==> src/rtl/sw_debounce9.sv <==
// Two-flop synchroniser plus joint 9-bit settle FSM feeding the priority encoder.
// Optional accepted-change counter enabled by defining SW_DEBOUNCE_CNT_EN.
module sw_debounce9 #(
   parameter int STABLE_CYCLES = 16,
   parameter int CNT_W         = $clog2(STABLE_CYCLES)
) (
   input  logic       clk,
   input  logic       rst_n,
   input  logic [7:0] sw_in,
   input  logic       en_in,
   output logic [7:0] binary_out,
   output logic       enable_out,
   output logic       changed,
   output logic [7:0] change_count
);

   localparam logic [CNT_W-1:0] CNT_MAX = CNT_W'(STABLE_CYCLES - 1);

   typedef enum logic {IDLE, SETTLE} state_t;

   state_t           state_q, state_d;
   logic [8:0]       sync1_q, sync1_d;
   logic [8:0]       sync2_q, sync2_d;
   logic [8:0]       cand_q, cand_d;
   logic [CNT_W-1:0] cnt_q, cnt_d;
   logic [8:0]       out_q, out_d;
   logic             changed_q, changed_d;

   always_comb begin
      sync1_d   = {en_in, sw_in};
      sync2_d   = sync1_q;
      state_d   = state_q;
      cand_d    = cand_q;
      cnt_d     = cnt_q;
      out_d     = out_q;
      changed_d = 1'b0;
      case (state_q)
         IDLE: begin
            if (sync2_q != cand_q) begin
               cand_d  = sync2_q;
               cnt_d   = '0;
               state_d = SETTLE;
            end
         end
         SETTLE: begin
            // Any bounce on any bit restarts the settle window for the whole vector.
            if (sync2_q != cand_q) begin
               cand_d = sync2_q;
               cnt_d  = '0;
            end else if (cnt_q != CNT_MAX) begin
               cnt_d = cnt_q + 1'b1;
            end else begin
               state_d = IDLE;
               if (cand_q != out_q) begin
                  out_d     = cand_q;
                  changed_d = 1'b1;
               end
            end
         end
         default: state_d = IDLE;
      endcase
   end

   always_ff @(posedge clk) begin
      if (!rst_n) begin
         state_q   <= IDLE;
         sync1_q   <= '0;
         sync2_q   <= '0;
         cand_q    <= '0;
         cnt_q     <= '0;
         out_q     <= '0;
         changed_q <= 1'b0;
      end else begin
         state_q   <= state_d;
         sync1_q   <= sync1_d;
         sync2_q   <= sync2_d;
         cand_q    <= cand_d;
         cnt_q     <= cnt_d;
         out_q     <= out_d;
         changed_q <= changed_d;
      end
   end

   assign binary_out = out_q[7:0];
   assign enable_out = out_q[8];
   assign changed    = changed_q;

`ifdef SW_DEBOUNCE_CNT_EN
   logic [7:0] change_count_q, change_count_d;

   always_comb begin
      change_count_d = change_count_q + {7'd0, changed_q};
   end

   always_ff @(posedge clk) begin
      if (!rst_n) change_count_q <= '0;
      else        change_count_q <= change_count_d;
   end

   assign change_count = change_count_q;
`else
   assign change_count = 8'h00;
`endif

endmodule

==> config.mk <==
export PLATFORM = sky130hd
export DESIGN_NAME = sw_debounce9
export DESIGN_NICKNAME = d
export VERILOG_FILES = /design/src/rtl/sw_debounce9.sv
export SDC_FILE = /design/constraint.sdc
export NUM_CORES = 1
export LEC_CHECK = 0
export ABC_AREA = 0
export CAP_MARGIN = 15
export CORE_MARGIN = 1.5
export CORE_UTILIZATION = 43
export CTS_CLUSTER_DIAMETER = 150
export DETAILED_ROUTE_END_ITERATION = 10
export PLACE_DENSITY = 0.67
export SYNTH_ARGS = -nofsm -noshare
export SYNTH_HDL_FRONTEND = slang
export SYNTH_SLANG_ARGS = --single-unit
==> constraint.sdc <==
create_clock -name clk -period 4.8 [get_ports clk]
set_clock_uncertainty 0.05 [all_clocks]
set_input_delay 0.96 -clock clk [delete_from_list [all_inputs] [get_ports clk]]
set_output_delay 0.96 -clock clk [all_outputs]
set_load 0.01 [all_outputs]
* Yosys cells after proc, flatten, opt, wreduce, memory -nomap -nowiden *
Cells that the tools add are included.

cells by class
  $add $sub $neg = 1
  multipliers = 0
  div/mod/pow operators = 0
  $lt $le $gt $ge = 0
  eq/ne operators = 5
  shifts and indexed selects = 0
  muxes and demuxes = 10
  bitwise gates (word level) = 4
  reduce and logical (&&, ||, !) cells = 3

operator list
  cell                                                             number
  9-bit != test                                                    2
  4-bit two-way mux                                                3
  9-bit two-way mux                                                1
  4-bit case mux with 2 select lines                               1
  4-bit by 1-bit adder with 4-bit output, second input constant    1
  1-bit two-way mux                                                4
  4-bit != test, second input constant                             1
  1-bit inverter                                                   4
  4-bit AND reduction                                              1
  4-bit OR reduction                                               1
  3-bit by 1-bit != test with 1-bit output, second input constant  1
  2-bit != test, second input constant                             1
  1-bit case mux with 2 select lines                               1
  2-bit AND reduction                                              1

word-level totals
  flip-flop bits (word level) = 42
  latch bits = 0
  RAM bits = 0
  ROM bits = 0
  input port bits = 11
  output and inout bits = 18
  word-level logic and storage cells = 30
  memories = 0

* Logic depth before layout (Yosys ltp) *
  word-level depth = 4
  mapped depth = 7
  gate-level depth less buffers = 6

* Least setup slack after synthesis *
No wires, ideal clock.

  kind = input-to-reg
  start = input port rst_n
  end = register out_q[0]
  library setup time = 0.132 ns
  arrival = 1.513 ns
  required time = 4.618 ns
  setup slack = 3.104 ns
  cell stages on the path = 4
  buffers on the path = 2
  path through = clkbuf_1 -> inv_1 -> clkbuf_1 -> a21oi_1

RTL lines
  item                  line  RTL
  from (decl)           8     input logic rst_n,
  to (signal assigned)  79    out_q <= out_d;
  to (decl)             26    logic [8:0] out_q, out_d;

No word-level cell between the ends.

* Worst setup path in the final report *
  start = input port rst_n
  end = register changed_q (netlist: changed)

on the way
  cells in the longest elaborated chain, start to end = 2

ends and longest elaborated chain
  item                          line  RTL
  1-bit inverter (no line)      --
  4-bit OR reduction (no line)  --
  to (signal assigned)          80    changed_q <= changed_d;
  to (decl)                     27    logic changed_q, changed_d;

No other way between the ends.
A chain may end at the register's enable or synchronous reset.

==> results.yml <==
sta:
  final_max_slew_viol_count: 0
  setup-violations-final: 0
  slew_headroom: 0.566
  worstMarginPinSlew_ps: 649
  hold_ws_ps: 386
  fin_tns_setup_ps: 0
  fin_crit_ps: 2300
  fmax_mhz: 435
  rsz0062_at_grt: "false"
  setup_ws_ps: 2500
  fin_crit_sh: 0.479
  hold_violations: 0
floorplan:
  ios: 29
  die_area_um2: 4170
  core_um2: 3660
  row_count: 22
  start_util: 0.445
  die-height_um: 64.6
  die_w_um: 64.6
global_routing:
  grt_overflow: 0
  grt_pass1_vias: 1000
  grt_pass1_wl_um: 4440
  grt_usage: 0.139
  grt_max_degree: 29
  antenna_found_initial: 0
cells_and_area:
  antenna_cells: 0
  drive_above_1_share: 0.0773
  area_growth_syn_to_layout_pct: 17.8
  nets: 192
  design_area_um2: 1920
  n_fill_cell: 327
hold_path:
  hp-class: "reg2reg"
setup_path:
  crit_family: "buffers and inverters"
  crit_arrival_ps: 2460
  max_stage_delay_ps: 880
  path_max_fanout: 28
  required_ps: 4960
  crit_buf_inv: 2
  crit_chain: "clkdlybuf4s50_1 > inv_1 > nor3_1"
  worst_setup_path_start_kind: "input pin"
  critical_path_class: "in2reg"
  r2r_setup_slack_ps: 2770
  cp_slowest_cell: "clkdlybuf4s50_1"
  endpoint_kind: "flop"
placed_design:
  portBuffers: 20
  placed_cell_area_um2: 1810
  dp_hpwl_um: 1800
  gp_congestion: 0.782
  dp_slack_ps: 2140
cts:
  clkLatencyLatePin_ps: 290
  post_cts_buffers: 0
  cts.sinks: 42
  cts_hold_buf: 0
  tritoncts: "built"
  cts_made_buffers: 5
  ctsLongestPathBuffers: 2
  htreeDepth: 2
  clkSlewWorstSetupHoldPaths_ps: 70
  cts_resized: 0
  cts_root_buf: "clkbuf_8"
route:
  drt_iter0_drc: 124
  drtAntennaViolNets: 0
  vias: 1097
  wirelength_um: 2490
  drt_first_pass_iters: 4
  wire_per_inst_um: 10.9
  vias_per_cell: 4.79
  route.detailed.drc: 0
pwr:
  ir_worst_vdd_mv: 0.238
  powerDensity_nw_per_um2: 353
  leakagePower_nw: 0.792
synthesis:
  synth_top_area_frac: 0.516
  yosys.area.top_type: "dfxtp_1"
  syn_area_um2: 1630
  synth-main-ff-cell: "dfxtp_1"
  yosys_warnings: 0
  ys_seq_area_frac: 0.516
  syn_avg_cell_area_um2: 10.1
  synth_seq_cells: 42
  async_flop_share: 0
  synthCells: 161
  synth_cell_types: 26
  synth_edf_count: 0
  synth_area_leaders: "dfxtp_1, and2_1, xor2_1"
run_status:
  status: "complete, no violations"
flow_run:
  cap_violations: 0
worst register-to-register path, cell delays in order, from the launching register on:
cell and delay (ps):
dfxtp_1 380, ha_1 210, and4_1 410, nor3b_2 260, nand4_2 260, o21ai_0 260, a21oi_1 80
cell usage after synthesis (2+ instances only):
| cell | count |
|---|---|
| xnor2_1 | 4 |
| inv_1 | 3 |
| buf_6 | 2 |
| dfxtp_1 | 42 |
| a21oi_1 | 12 |
| nor2_1 | 5 |
| nand3_1 | 4 |
| o21ai_0 | 5 |
| clkbuf_1 | 4 |
| xor2_1 | 14 |
| nand2_1 | 4 |
| o21ai_1 | 3 |
| buf_4 | 9 |
| and2_1 | 26 |
| nand4_1 | 9 |
| and4_1 | 3 |
| nor3_1 | 3 |
worst paths after layout:
check,startpoint,endpoint,cells past startpoint
setup reg to reg,cnt_q[0]$_SDFFE_PN0P_,out_q[3]$_SDFFE_PN0P_,6
hold reg to reg,sync1_q[1]$_SDFF_PN0_,sync2_q[1]$_SDFF_PN0_,1
hold / removal,sync1_q[1]$_SDFF_PN0_,sync2_q[1]$_SDFF_PN0_,1
setup / recovery,rst_n,changed$_SDFF_PP0_,3
flip-flops by register name (all words and copies together) (netlist names):
signal and count:
sync2_q 9, state_q 1, changed 1, cnt_q 4
out_q 9, cand_q 9, sync1_q 9
routing by layer:
metal  vias to the layer above  part of all wire  wire length, um  global-route usage
li1                        568                 -                -                   -
met1                       485              0.49             1220               0.182
met2                        38              0.44             1090               0.210
met3                         6             0.055              138              0.0365
met4                         0             0.017               43              0.0718
met5                         -                 0                0                   0
per-stage QoR:
| stage | utilization | cells | power [mW] |
|---|---|---|---|
| 2_1_floorplan | - | 168 | 0.412 |
| 6_report | 0.524 | 229 | 0.677 |
| 4_1_cts | 0.524 | 229 | 0.683 |
| 3_3_place_gp | 0.495 | 221 | 0.417 |
| 3_5_place_dp | 0.495 | 221 | 0.419 |
| 5_1_grt | 0.524 | 229 | 0.709 |
power breakdown:
group | leakage (nW) | total [mW] | switching, mW | internal, mW
Combinational | 0.390 | 0.0456 | 0.0256 | 0.0200
Sequential | 0.343 | 0.365 | 0.00603 | 0.359
Clock | 0.0579 | 0.267 | 0.114 | 0.153
final cells by class:
| cell class | instances | area [um2] | share of cell area |
|---|---|---|---|
| clock buffer | 5 | 68.8 | 0.0359 |
| inverter | 3 | 11.3 | 0.00587 |
| clock inverter | 3 | 40.0 | 0.0209 |
| multi-input combinational | 108 | 698 | 0.364 |
| timing repair buffer | 20 | 200 | 0.104 |
| sequential | 42 | 841 | 0.438 |
| tap | 48 | 60.1 | 0.0313 |
kinds of logic after synthesis:
| group | share of synthesized area |
|---|---|
| AO/OA/AOI/OAI | 0.0776 |
| XOR/XNOR | 0.0968 |
| adder cells (fa/ha/maj) | 0.00768 |
| buffers and inverters | 0.0714 |
| flip-flops | 0.516 |
| other | 0.00230 |
| AND/OR/NAND/NOR | 0.228 |
layout by cell type, fill, tap and decap left out:
cell type and instances:
and2_1 26, xor2_1 14, nand4_2 1, nor3_1 3, and4_1 3, dfxtp_1 42, clkbuf_8 5, nand3_1 4
and4b_1 1, nor3b_2 1, bufinv_16 1, nor4_2 1, o21ai_0 5, clkdlybuf4s50_1 20, conb_1 8, o21ai_1 3
clkinv_2 2, nor2_1 5, nor3_2 1, a21oi_1 12, xnor2_1 4, a221oi_2 1, o221a_2 1, ha_1 1
nand4_1 9, nand2_1 4, inv_1 3
Note: power is estimated with default switching activity, not from simulation.
